### src/rtl/spi_regfile_periph_if.sv
// SPI pin bundle for spi_regfile_periph.
//   SCLK, nCS, COPI : controller -> peripheral (asynchronous to clk)
//   CIPO, cipo_oe   : peripheral -> controller/pad
// master modport is the SPI controller side, slave modport is the peripheral.
interface spi_regfile_periph_if;
    logic SCLK;
    logic nCS;
    logic COPI;
    logic CIPO;
    logic cipo_oe;

    modport master (output SCLK, output nCS, output COPI, input CIPO, input cipo_oe);
    modport slave  (input SCLK, input nCS, input COPI, output CIPO, output cipo_oe);
endinterface

### src/rtl/spi_regfile_periph.sv
// SPI mode-0 register-file peripheral with read-back on CIPO.
// Frame (MSB first): R/W (1=write) | ADDR_W address bits | DATA_W data bits.
// Ports:
//   clk, rst_n   : system clock, async active-low reset
//   spi          : SPI pins (slave modport), oversampled in clk domain
//   regs_flat    : register i at [i*DATA_W +: DATA_W]
//   wr_strobe    : one-clk pulse per committed write
//   wr_addr      : address of last committed write
//   frame_abort  : one-clk pulse when nCS rises mid-frame
module spi_regfile_periph #(
    parameter int NUM_REGS = 8,
    parameter int ADDR_W   = 7,
    parameter int DATA_W   = 8
) (
    input  logic                       clk,
    input  logic                       rst_n,
    spi_regfile_periph_if.slave        spi,
    output logic [NUM_REGS*DATA_W-1:0] regs_flat,
    output logic                       wr_strobe,
    output logic [ADDR_W-1:0]          wr_addr,
    output logic                       frame_abort
);
    localparam int FRAME = 1 + ADDR_W + DATA_W;
    localparam int CNT_W = $clog2(FRAME + 1);
    localparam logic [CNT_W-1:0]  CMD_CNT   = CNT_W'(1 + ADDR_W);
    localparam logic [CNT_W-1:0]  FRAME_CNT = CNT_W'(FRAME);
    localparam logic [ADDR_W:0]   NREGS     = (ADDR_W+1)'(NUM_REGS);

    localparam logic [1:0] ST_IDLE = 2'd0;
    localparam logic [1:0] ST_CMD  = 2'd1;
    localparam logic [1:0] ST_DATA = 2'd2;
    localparam logic [1:0] ST_DONE = 2'd3;

    // synchronisers (+ previous-value flop for edge detection)
    logic sclk_meta_q, sclk_sync_q, sclk_prev_q;
    logic ncs_meta_q, ncs_sync_q, ncs_prev_q;
    logic copi_meta_q, copi_sync_q;

    always_ff @(posedge clk or negedge rst_n) begin
        if (!rst_n) begin
            sclk_meta_q <= 1'b0; sclk_sync_q <= 1'b0; sclk_prev_q <= 1'b0;
            ncs_meta_q  <= 1'b1; ncs_sync_q  <= 1'b1; ncs_prev_q  <= 1'b1;
            copi_meta_q <= 1'b0; copi_sync_q <= 1'b0;
        end else begin
            sclk_meta_q <= spi.SCLK; sclk_sync_q <= sclk_meta_q; sclk_prev_q <= sclk_sync_q;
            ncs_meta_q  <= spi.nCS;  ncs_sync_q  <= ncs_meta_q;  ncs_prev_q  <= ncs_sync_q;
            copi_meta_q <= spi.COPI; copi_sync_q <= copi_meta_q;
        end
    end

    logic sclk_rise, sclk_fall, ncs_rise, ncs_fall;
    assign sclk_rise = sclk_sync_q & ~sclk_prev_q;
    assign sclk_fall = ~sclk_sync_q & sclk_prev_q;
    assign ncs_rise  = ncs_sync_q & ~ncs_prev_q;
    assign ncs_fall  = ~ncs_sync_q & ncs_prev_q;

    logic [1:0]                       state_q, state_d;
    logic [CNT_W-1:0]                 cnt_q, cnt_d;
    logic [FRAME-1:0]                 shift_q, shift_d, shift_nxt;
    logic [DATA_W-1:0]                dout_q, dout_d, rd_val;
    logic                             rd_q, rd_d;
    logic                             cipo_q, cipo_d;
    logic                             done_q, done_d;   // frame completed last cycle
    logic                             abort_q, abort_d;
    logic                             strobe_q, strobe_d;
    logic [ADDR_W-1:0]                wr_addr_q, wr_addr_d;
    logic [NUM_REGS-1:0][DATA_W-1:0]  regs_q, regs_d;

    assign shift_nxt = {shift_q[FRAME-2:0], copi_sync_q};

    // Read mux on the address as it stands once the command is complete;
    // out-of-range addresses match no register and read as 0.
    always_comb begin
        rd_val = '0;
        for (int i = 0; i < NUM_REGS; i++)
            if (shift_nxt[ADDR_W-1:0] == ADDR_W'(i)) rd_val = regs_q[i];
    end

    // Completed-frame fields, stable in shift_q during the commit cycle
    logic              fr_rw;
    logic [ADDR_W-1:0] fr_addr;
    logic [DATA_W-1:0] fr_data;
    assign fr_rw   = shift_q[FRAME-1];
    assign fr_addr = shift_q[FRAME-2 -: ADDR_W];
    assign fr_data = shift_q[DATA_W-1:0];

    always_comb begin
        state_d   = state_q;
        cnt_d     = cnt_q;
        shift_d   = shift_q;
        dout_d    = dout_q;
        rd_d      = rd_q;
        cipo_d    = cipo_q;
        done_d    = 1'b0;
        abort_d   = 1'b0;
        strobe_d  = 1'b0;
        wr_addr_d = wr_addr_q;
        regs_d    = regs_q;

        if (done_q && fr_rw && ({1'b0, fr_addr} < NREGS)) begin
            for (int i = 0; i < NUM_REGS; i++)
                if (fr_addr == ADDR_W'(i)) regs_d[i] = fr_data;
            strobe_d  = 1'b1;
            wr_addr_d = fr_addr;
        end

        if (ncs_fall) begin
            // a new frame always restarts, whatever state we were in
            state_d = ST_CMD;
            cnt_d   = '0;
            shift_d = '0;
            rd_d    = 1'b0;
            cipo_d  = 1'b0;
        end else if (ncs_rise) begin
            // an SCLK rise in this same cycle is deliberately dropped
            if (cnt_q != '0 && cnt_q != FRAME_CNT) abort_d = 1'b1;
            state_d = ST_IDLE;
            cnt_d   = '0;
            rd_d    = 1'b0;
            cipo_d  = 1'b0;
        end else if ((state_q == ST_CMD || state_q == ST_DATA) && sclk_rise && !ncs_sync_q) begin
            shift_d = shift_nxt;
            cnt_d   = cnt_q + CNT_W'(1);
            if (state_q == ST_CMD && cnt_d == CMD_CNT) begin
                state_d = ST_DATA;
                rd_d    = ~shift_nxt[ADDR_W];
                dout_d  = shift_nxt[ADDR_W] ? '0 : rd_val;
            end
            if (state_q == ST_DATA && cnt_d == FRAME_CNT) begin
                state_d = ST_DONE;
                rd_d    = 1'b0;
                cipo_d  = 1'b0;
                done_d  = 1'b1;
            end
        end else if (state_q == ST_DATA && rd_q && sclk_fall && !ncs_sync_q) begin
            cipo_d = dout_q[DATA_W-1];
            dout_d = dout_q << 1;
        end
    end

    always_ff @(posedge clk or negedge rst_n) begin
        if (!rst_n) begin
            state_q   <= ST_IDLE;
            cnt_q     <= '0;
            shift_q   <= '0;
            dout_q    <= '0;
            rd_q      <= 1'b0;
            cipo_q    <= 1'b0;
            done_q    <= 1'b0;
            abort_q   <= 1'b0;
            strobe_q  <= 1'b0;
            wr_addr_q <= '0;
            regs_q    <= '0;
        end else begin
            state_q   <= state_d;
            cnt_q     <= cnt_d;
            shift_q   <= shift_d;
            dout_q    <= dout_d;
            rd_q      <= rd_d;
            cipo_q    <= cipo_d;
            done_q    <= done_d;
            abort_q   <= abort_d;
            strobe_q  <= strobe_d;
            wr_addr_q <= wr_addr_d;
            regs_q    <= regs_d;
        end
    end

    assign spi.CIPO    = cipo_q;
    assign spi.cipo_oe = ~ncs_sync_q;
    assign regs_flat   = regs_q;
    assign wr_strobe   = strobe_q;
    assign wr_addr     = wr_addr_q;
    assign frame_abort = abort_q;
endmodule

### src/flat_wrapper.sv
// flat-port wrapper written by rule: the top's interface ports become plain ports
module spi_regfile_periph_flat 
#(
    parameter int NUM_REGS = 8,
    parameter int ADDR_W   = 7,
    parameter int DATA_W   = 8
)
  (clk, rst_n, regs_flat, wr_strobe, wr_addr, frame_abort, spi_SCLK, spi_nCS, spi_COPI, spi_CIPO, spi_cipo_oe);
  spi_regfile_periph_if spi_i ();
  input  logic clk;
  input  logic rst_n;
  output logic [NUM_REGS*DATA_W-1:0] regs_flat;
  output logic wr_strobe;
  output logic [ADDR_W-1:0] wr_addr;
  output logic frame_abort;
  input wire logic [$bits(spi_i.SCLK)-1:0] spi_SCLK;
  input wire logic [$bits(spi_i.nCS)-1:0] spi_nCS;
  input wire logic [$bits(spi_i.COPI)-1:0] spi_COPI;
  output wire logic [$bits(spi_i.CIPO)-1:0] spi_CIPO;
  output wire logic [$bits(spi_i.cipo_oe)-1:0] spi_cipo_oe;
  assign spi_i.SCLK = spi_SCLK;
  assign spi_i.nCS = spi_nCS;
  assign spi_i.COPI = spi_COPI;
  assign spi_CIPO = spi_i.CIPO;
  assign spi_cipo_oe = spi_i.cipo_oe;
  spi_regfile_periph #(.NUM_REGS(NUM_REGS), .ADDR_W(ADDR_W), .DATA_W(DATA_W)) u_core (.clk(clk), .rst_n(rst_n), .spi(spi_i), .regs_flat(regs_flat), .wr_strobe(wr_strobe), .wr_addr(wr_addr), .frame_abort(frame_abort));
endmodule
### config.mk
export PLATFORM = sky130hd
export DESIGN_NAME = spi_regfile_periph_flat
export DESIGN_NICKNAME = d
export VERILOG_FILES = /design/src/rtl/spi_regfile_periph_if.sv /design/src/rtl/spi_regfile_periph.sv /design/src/flat_wrapper.sv
export SDC_FILE = /design/constraint.sdc
export NUM_CORES = 1
export LEC_CHECK = 0
export CAP_MARGIN = 20
export CORE_ASPECT_RATIO = 0.8
export CORE_MARGIN = 3
export CORE_UTILIZATION = 50
export DETAILED_ROUTE_END_ITERATION = 10
export GPL_TIMING_DRIVEN = 0
export PLACE_DENSITY = 0.79
export SLEW_MARGIN = 0
export SYNTH_ARGS = -nofsm -noshare
export SYNTH_HDL_FRONTEND = slang
export SYNTH_SLANG_ARGS = --single-unit
### constraint.sdc
create_clock -name clk -period 3.6 [get_ports clk]
set_clock_uncertainty 0.15 [all_clocks]
set_input_delay 0.9 -clock clk [delete_from_list [all_inputs] [get_ports clk]]
set_output_delay 0.9 -clock clk [all_outputs]
set_load 0.01 [all_outputs]
# Word level (Yosys, flattened, before mapping)
# Index checks and enable logic that the tools add are counted.
# word_totals
ff_bits	115
latchBits	0
ram_bits	0
mem_bits_ro	0
input_bits	5
out_inout_bits	75
elab_cells	134
memories	0
# classes
add_sub_neg	1
n_mul	0
div_mod_pow	0
order_cmp	1
eq_ne	22
shift	0
n_mux	41
bitwise	11
reduce_logical	32
# op_table
operator	count
$mux W8	12
$eq A7 B3 Y1 const B	8
$mux W16	3
$eq A7 B2 Y1 const B	4
$reduce_and A2 Y1	11
$mux W1	18
$mux W5	3
$eq A7 B1 Y1 const B	2
$logic_not A7 Y1	2
$logic_and A1 B1 Y1	10
$mux W2	5
$reduce_bool A4 Y1	2
$lt A7 B4 Y1 const B	1
$not A1 Y1	7
$add A5 B1 Y5 const B	1
$eq A5 B4 Y1 const B	1
$eq A5 B5 Y1 const B	1
$ne A5 B5 Y1 const B	1
$reduce_bool A5 Y1	1
$and A1 B1 Y1	4
$ne A2 B2 Y1 const B	2
$ne A4 B2 Y1 const B	1
$reduce_and A4 Y1	1
$reduce_bool A2 Y1	2
5 further kinds	5

# Logic depth before layout (Yosys ltp)
# Gate-level depths: netlist (run 1).
# depth
depth_word	12
ltp_mapped	8
depth_no_buf	7

# Least setup slack after synthesis (run 1)
# Ideal clock, no wire load.
# synth_path
path_kind	reg-to-reg
from	reg u_core.state_q[0]
to	reg u_core.dout_q[2]
setup_time_ns	0.125
arrival_time_ns	1.945
required_time_ns	3.325
path_slack_ns	1.381
path_stages_with_launch	9
path_buffers	2
period_less_slack_ns	2.219
path_cell_list	dfrtp_1 -> inv_1 -> ha_1 -> or4b_1 -> clkbuf_1 -> clkbuf_1 -> nand2_1 -> o21ai_0 -> mux2_2
# synth_between
elab_chain_len	6
elab_cells_between_ends	13
cone_classes	3 x eq/ne; 1 x mux; 9 x reduce/logical
# synth_lines
element	line	text
from (decl)	spi_regfile_periph.sv:57	logic [1:0] state_q, state_d;
from (signal assigned)	spi_regfile_periph.sv:155	state_q <= state_d;
$eq A2 B1 Y1 or $eq A2 B2 Y1 (tied branches)	spi_regfile_periph.sv:121, spi_regfile_periph.sv:124, spi_regfile_periph.sv:135	
$logic_or A1 B1 Y1 or $logic_and A1 B1 Y1 (tied branches)	spi_regfile_periph.sv:121, spi_regfile_periph.sv:135	
$logic_and A1 B1 Y1, on equally long branches (2 in series)	spi_regfile_periph.sv:121, spi_regfile_periph.sv:135	
$ne A2 B2 Y1 (no line) or $reduce_bool A2 Y1 (tied branches)	-	
$reduce_and A4 Y1 (no line)	-	
to (signal assigned)	spi_regfile_periph.sv:158	dout_q <= dout_d;
to (decl)	spi_regfile_periph.sv:60	logic [DATA_W-1:0] dout_q, dout_d, rd_val;
# Parallel ways exist; a longest one is shown, timed or not.
# A chain may end at the register's enable or synchronous reset.

# Worst setup path in the final report (run 1)
# layout_path
from	reg u_core.ncs_sync_q
to	out spi_cipo_oe
# layout_between
elab_chain_len	1
# layout_lines
element	line	text
from (decl)	spi_regfile_periph.sv:36	logic ncs_meta_q, ncs_sync_q, ncs_prev_q;
from (signal assigned)	spi_regfile_periph.sv:46	ncs_meta_q <= spi.nCS; ncs_sync_q <= ncs_meta_q; ncs_prev_q <= ncs_sync_q;
$not A1 Y1	spi_regfile_periph.sv:170	assign spi.cipo_oe = ~ncs_sync_q;
to (decl)	flat_wrapper.sv:20	output wire logic [$bits(spi_i.cipo_oe)-1:0] spi_cipo_oe;
# Every way passes these cells.

==> results of run 1 <==
[cells in the final DEF (no fill, tap or decap), types with 2 or more instances in the layout]
cell and count:
xor2_1 3, clkinv_2 5, nor3_1 3, clkdlybuf4s50_1 78, buf_4 3, a21oi_1 12, nand2_1 25, nand4_1 2
bufinv_16 3, mux4_2 2, nand4b_1 2, o22ai_1 8, buf_2 5, clkinvlp_4 2, or3_1 2, nand3b_1 2
dfstp_2 3, mux2_2 64, xnor2_1 2, dfrtp_1 112, clkbuf_16 17, or2_2 2, a22o_1 16, inv_1 7
and2_1 4, o2bb2ai_1 2, clkbuf_1 21, nand3_1 6, ha_1 7, nor2_1 9, clkbuf_8 3, nor2_2 2
o21ai_0 30, mux2i_1 22, mux2_4 8, nand2b_1 3
[worst reg2reg max path, stage by stage, from the launching register on]
cell and delay, ns:
dfrtp_1 0.37, inv_1 0.06, ha_1 0.29, or4b_1 0.52
clkbuf_1 0.23, nor2_2 0.36, buf_4 0.25, nand3b_1 0.11
o22ai_1 0.15
[sequential cells by signal, indices dropped and copies added (netlist names)]
name,cells
u_core.cnt_q,5
u_core.copi_meta_q,1
u_core.copi_sync_q,1
u_core.done_q,1
u_core.dout_q,8
u_core.frame_abort,1
u_core.ncs_meta_q,1
u_core.ncs_prev_q,1
u_core.ncs_sync_q,1
u_core.rd_q,1
u_core.regs_flat,64
u_core.sclk_meta_q,1
u_core.sclk_prev_q,1
u_core.sclk_sync_q,1
u_core.shift_q,16
u_core.spi.CIPO,1
u_core.state_q,2
u_core.wr_addr,7
u_core.wr_strobe,1
[path summary, 6_finish.rpt]
kind                                               start                         endpoint  slack (ns)  cells past startpoint
min in group asynchronous                          rst_n     u_core.frame_abort$_DFF_PN0_        0.33                      1
max reg2reg                u_core.state_q[0]$_DFFE_PN0P_          u_core.rd_q$_DFFE_PN0P_        1.04                      8
max in group asynchronous                          rst_n  u_core.regs_flat[6]$_DFFE_PN0P_        2.23                      2
min                         u_core.sclk_meta_q$_DFF_PN0_     u_core.sclk_sync_q$_DFF_PN0_        0.20                      0
max                          u_core.ncs_sync_q$_DFF_PN1_                      spi_cipo_oe        1.03                      2
min reg2reg                 u_core.sclk_meta_q$_DFF_PN0_     u_core.sclk_sync_q$_DFF_PN0_        0.20                      0
[routing by layer]
layer | track usage | routed length (µm)
met1 | 0.323 | 5580
met2 | 0.346 | 5920
met3 | 0.0655 | 783
met4 | 0.0607 | 136
met5 | 0 | 0
[Yosys cell counts, types with 2 or more instances]
cell type	n	share of area
nor2_2	2	0.0024
buf_2	5	0.0048
inv_1	7	0.0051
xor2_1	3	0.0051
mux2i_1	22	0.043
nor3_1	3	0.0029
nand3b_1	2	0.0029
dfrtp_1	112	0.54
o2bb2ai_1	2	0.0034
mux2_4	8	0.023
nand2b_1	3	0.0036
nand2_1	25	0.018
ha_1	7	0.017
and2_1	4	0.0048
or3_1	2	0.0024
nor2_1	9	0.0065
o22ai_1	8	0.0097
o21ai_0	30	0.029
nand4_1	2	0.0024
a22o_1	16	0.027
buf_4	2	0.0029
mux4_2	2	0.0087
a21oi_1	12	0.012
or2_2	2	0.0024
nand4b_1	2	0.0034
clkbuf_1	19	0.014
dfstp_2	3	0.015
nand3_1	6	0.0058
xnor2_1	2	0.0034
mux2_2	64	0.14
[stage by stage]
stage	hold WS, ns	utilization
2_1_floorplan	0.181	-
3_3_place_gp	0.186	0.622
3_5_place_dp	0.185	0.624
4_1_cts	0.197	0.686
5_1_grt	0.211	0.686
6_report	0.195	0.686
[cell families after synthesis]
| group | synth area share |
|---|---|
| multiplexers | 0.214 |
| flip-flops | 0.558 |
| buffers and inverters | 0.0303 |
| AO/OA/AOI/OAI | 0.0918 |
| AND/OR/NAND/NOR | 0.0802 |
| adder cells (fa/ha/maj) | 0.0170 |
| XOR/XNOR | 0.00848 |
[power by group through the flow]
| stage | clock, mW | combinational [mW] | sequential [mW] |
|---|---|---|---|
| 2_1_floorplan | 0 | 0.0951 | 1.34 |
| 3_3_place_gp | 0 | 0.157 | 1.34 |
| 3_5_place_dp | 0 | 0.164 | 1.34 |
| 4_1_cts | 1.72 | 0.165 | 1.32 |
| 5_1_grt | 1.79 | 0.183 | 1.32 |
| 6_report | 1.70 | 0.164 | 1.32 |
[final cells by class]
type / count / area share
Buffer: 28 / 0.0187
Clock buffer: 22 / 0.0702
Clock inverter: 10 / 0.0193
Inverter: 8 / 0.00445
Multi-Input combinational cell: 254 / 0.315
Sequential cell: 115 / 0.427
Tap cell: 136 / 0.0252
Timing Repair Buffer: 80 / 0.121
==> impl_metrics.json, run 1 <==
{
  "antenna_cells": 0,
  "slew_violations": 0,
  "io_buffers": 79,
  "fin_setup_tns_ns": 0,
  "p_leak_nw": 3.12,
  "num-fill-cells": 726,
  "htreeDepth": 4,
  "ys_warn_count": 0,
  "fin_area_um2": 6750,
  "synth_top_flop_cell": "dfrtp_1",
  "path_buf_inv": 2,
  "antenna_found_initial": 0,
  "critPathRequiredTime_ns": 2.55,
  "grt_pass1_vias": 3816,
  "internal_power_mw": 2.50,
  "cts-root-buf": "clkbuf_16",
  "synth_area_um2": 5160,
  "dpl.hpwl_mm": 8.38,
  "wire_per_inst_um": 19.0,
  "grt_start_max_net_pins": 76,
  "peakVddDrop_uv": 436,
  "final_antenna_net_count": 0,
  "crit_type": "reg -> out",
  "seq_area_frac_synth": 0.558,
  "final_cells": 653,
  "cts_setup_buffers": 0,
  "cts_resized": 0,
  "die_h_um": 96.9,
  "worstSkewPairLatency_ns": 0.41,
  "syn2layout_area_growth_pct": 30.8,
  "cts_tree": "yes",
  "p_per_area_nw_per_um2": 472,
  "dieWidth_um": 120,
  "netSwitchingFraction": 0.216,
  "worst_slack_ns": 1.03,
  "path_cells": "inv_1 > clkdlybuf4s50_1",
  "drc": 0,
  "crit_family": "flip-flops",
  "cap_violations": 0,
  "pwr-share-clk": 0.534,
  "initial_utilization": 0.524,
  "synth.distinct_cells": 49,
  "place_inst": 621,
  "synth_edf_count": 0,
  "dr.pass1.iters": 4,
  "drive_gt1_frac": 0.244,
  "track_usage": 0.227,
  "setup_violations": 0,
  "dp_worst_setup_slack_ns": 1.06,
  "fmax_ghz": 0.389,
  "gp_congestion": 0.831,
  "dieArea_um2": 11600,
  "coreArea_um2": 9850,
  "clk_pin_slew_ns": 0.05,
  "nets": 516,
  "seq_power_share": 0.415,
  "overflow": 0,
  "totalWireLength_mm": 12.4,
  "boundaryPins": 80,
  "finalHoldViolCount": 0,
  "path_max_fanout": 6,
  "cts-buffers-inserted": 17,
  "vias": 3636,
  "p_switching_mw": 0.687,
  "drt_iter0_drc": 291,
  "syn_area_per_cell_um2": 12.7,
  "start_kind": "flop",
  "vias_per_cell": 5.57,
  "power_frac_comb": 0.051,
  "period_minus_slack_ns": 2.57,
  "synthCells": 405,
  "slowest_stage": "dfstp_2",
  "max_stage_delay_ns": 0.58,
  "multi_input_area_um2": 2130,
  "fin_crit_sh": 0.714,
  "p_total_mw": 3.19,
  "status": "finished clean",
  "cts_buffer_depth": 2,
  "synthesis.nets": 417,
  "grt_setup_unrepaired": "false",
  "ctsHoldBuffers": 0,
  "synth-seq-cells": 115,
  "cts_sinks": 115,
  "relSlewSlack": 0.483,
  "hold_class": "reg -> reg",
  "rows": 32,
  "place_area_um2": 6150,
  "worst_slew_pin_slew_ns": 0.772,
  "grt_pass1_wl_mm": 20.4,
  "regArea_um2": 2880,
  "cp-end-kind": "primary output",
  "worstPathArrival_ns": 1.52,
  "async_flop_share": 1.00
}
No activity file was read; power rests on OpenSTA's default activity.
==> inputs of run 2 (changes only) <==
--- a/config.mk
+++ b/config.mk
@@ -8,10 +8,10 @@
 export CAP_MARGIN = 20
 export CORE_ASPECT_RATIO = 0.8
 export CORE_MARGIN = 3
-export CORE_UTILIZATION = 50
+export CORE_UTILIZATION = 49
 export DETAILED_ROUTE_END_ITERATION = 10
 export GPL_TIMING_DRIVEN = 0
-export PLACE_DENSITY = 0.79
+export PLACE_DENSITY = 0.81
 export SLEW_MARGIN = 0
 export SYNTH_ARGS = -nofsm -noshare
 export SYNTH_HDL_FRONTEND = slang
==> constraint.sdc (replaced) <==
create_clock -name clk -period 2.3 [get_ports clk]
set_clock_uncertainty 0.15 [all_clocks]
set_input_delay 0.575 -clock clk [delete_from_list [all_inputs] [get_ports clk]]
set_output_delay 0.575 -clock clk [all_outputs]
set_load 0.01 [all_outputs]
==> impl_metrics.json, run 2 (synthesis gave the netlist of run 1 again) <==
{
  "final_util": 0.685,
  "reg2reg_to": "u_core.dout_q[6]$_DFFE_PN0P_",
  "whs_ns": 0.117,
  "status": "finished clean",
  "start_kind": "flop",
  "overflow": 0,
  "netSwitchingFraction": 0.226,
  "worstPathArrival_ns": 2.45,
  "drive_gt1_frac": 0.288,
  "slew_violations": 0,
  "cp_num_cells": 7,
  "regArea_um2": 2880,
  "fin_crit_sh": 0.980,
  "fmax_ghz": 0.444,
  "fin_setup_tns_ns": 0,
  "max_stage_delay_ns": 0.53,
  "syn2layout_area_growth_pct": 32.3,
  "htreeDepth": 4,
  "p_per_area_nw_per_um2": 681,
  "crit_family": "simple AND/OR/NAND/NOR gates",
  "totalWireLength_mm": 13.1,
  "worst-r2r-setup-slack_ns": 0.05,
  "cts_tree": "yes",
  "cts-root-buf": "clkbuf_16",
  "antenna_cells": 0,
  "antenna_found_initial": 0,
  "nets": 527,
  "slowest_stage": "or4b_4",
  "wire_per_inst_um": 19.8,
  "initial_utilization": 0.518,
  "cts_sinks": 115,
  "grt_setup_unrepaired": "true",
  "dieWidth_um": 121,
  "r2r_start": "u_core.state_q[0]$_DFFE_PN0P_",
  "largest_reg_flops": 64,
  "internal_power_mw": 3.60,
  "final_cell_mix": "dfrtp_1 (112), clkdlybuf4s50_1 (77), mux2_2 (63), nand2_1 (24), mux2i_1 (22)",
  "hold_class": "in -> async",
  "dpl.hpwl_mm": 8.67,
  "p_switching_mw": 1.05,
  "pwr-share-clk": 0.486,
  "multi_input_area_um2": 2180,
  "p_total_mw": 4.65,
  "vias_per_cell": 5.76,
  "cap_violations": 0,
  "vias": 3806,
  "coreArea_um2": 9970,
  "track_usage": 0.232,
  "path_buf_inv": 1,
  "path_common_cell": "o21ai_1",
  "num-fill-cells": 721,
  "place_inst": 621,
  "cts-buffers-inserted": 17,
  "seq_power_share": 0.448,
  "rows": 32,
  "final_common_cell": "dfrtp_1",
  "period_minus_slack_ns": 2.25,
  "power_frac_comb": 0.066,
  "clk_pin_slew_ns": 0.05,
  "grt_pass1_vias": 3882,
  "dieArea_um2": 11800,
  "final_antenna_net_count": 0,
  "r2r_cells": 7,
  "setup_violations": 0,
  "drt_iter0_drc": 351,
  "cts_buffer_depth": 2,
  "dr.pass1.iters": 5,
  "io_buffers": 79,
  "relSlewSlack": 0.455,
  "worstSkewPairLatency_ns": 0.41,
  "gp_congestion": 0.817,
  "path_max_fanout": 8,
  "peakVddDrop_uv": 581,
  "drc": 0,
  "crit_type": "reg -> reg",
  "cp-end-kind": "flop",
  "critPathRequiredTime_ns": 2.50,
  "finalHoldViolCount": 0,
  "boundaryPins": 80,
  "worst_slew_pin_slew_ns": 0.817,
  "die_h_um": 97.8,
  "final_cells": 661,
  "grt_pass1_wl_mm": 20.9,
  "p_leak_nw": 3.17,
  "path_cells": "inv_2 > ha_4 > or4b_4 > nor3_4 > o21ai_1 > o21ai_1 > mux2_2",
  "grt_start_max_net_pins": 65
}
==> run 2: changes by cell type in the layout (fill, tap and decap cells not counted), moves of 3 or more <==
cell,change
buf_4,+13
bufinv_16,-3
clkbuf_1,-7
clkbuf_2,+4
o21ai_0,-13
o21ai_1,+12
==> run 2: per-layer routing <==
metal,share of wire,global-route usage,wire length (µm)
met1,0.44,0.327,5740
met3,0.077,0.0805,1010
met4,0.016,0.0688,205
met5,0,0,0
met2,0.47,0.342,6160
==> run 2: worst register-to-register path, stage by stage (launching register included) <==
cell,delay [ns]
dfrtp_1,0.41
inv_2,0.08
ha_4,0.19
or4b_4,0.53
nor3_4,0.36
o21ai_1,0.13
o21ai_1,0.17
mux2_2,0.18
==> run 2: layout make-up <==
cell class	count	share of cell area
tap	136	0.0249
inverter	8	0.00440
clock buffer	22	0.0694
clock inverter	7	0.00513
timing repair buffer	93	0.135
multi-input combinational	254	0.319
sequential	115	0.422
buffer	26	0.0200
==> run 2: power groups by stage <==
stage	sequential (mW)	combinational (mW)	clock, mW
floorplan	2.10	0.149	0
global placement	2.10	0.243	0
detailed placement	2.10	0.255	0
CTS	2.07	0.283	2.28
global route	2.08	0.341	2.39
finish	2.08	0.309	2.26
==> run 2: through the flow <==
step	area (µm²)	setup slack [ns]
final	6830	0.0461
after floorplan	5160	0.0808
after global routing	6830	-0.0322
after global placement	6120	-3.70
after CTS	6760	0.00105
after detailed placement	6150	-0.262
==> run 2: timing repair <==
item | 4_1_cts | 5_1_grt
hold buffers | 0 | 0
endpoints found under the setup margin | 37 | 48
gates resized for setup | 14 | 25
pin swaps | 5 | 8
hold endpoints to repair | 0 | 0
cloned | 0 | 0
setup buffers | 8 | 5
==> run 2: worst max path at each step <==
stage | from | end | slack (ns)
3_5_place_dp | u_core.state_q[0]$_DFFE_PN0P_ | u_core.rd_q$_DFFE_PN0P_ | -0.26
3_3_place_gp | rst_n | u_core.regs_flat[20]$_DFFE_PN0P_ | -3.70
2_1_floorplan | u_core.state_q[0]$_DFFE_PN0P_ | u_core.dout_q[2]$_DFFE_PN0P_ | 0.08
6_report | u_core.state_q[0]$_DFFE_PN0P_ | u_core.dout_q[6]$_DFFE_PN0P_ | 0.05
4_1_cts | u_core.state_q[0]$_DFFE_PN0P_ | u_core.rd_q$_DFFE_PN0P_ | 0.001
5_1_grt | u_core.state_q[0]$_DFFE_PN0P_ | u_core.dout_q[6]$_DFFE_PN0P_ | -0.03
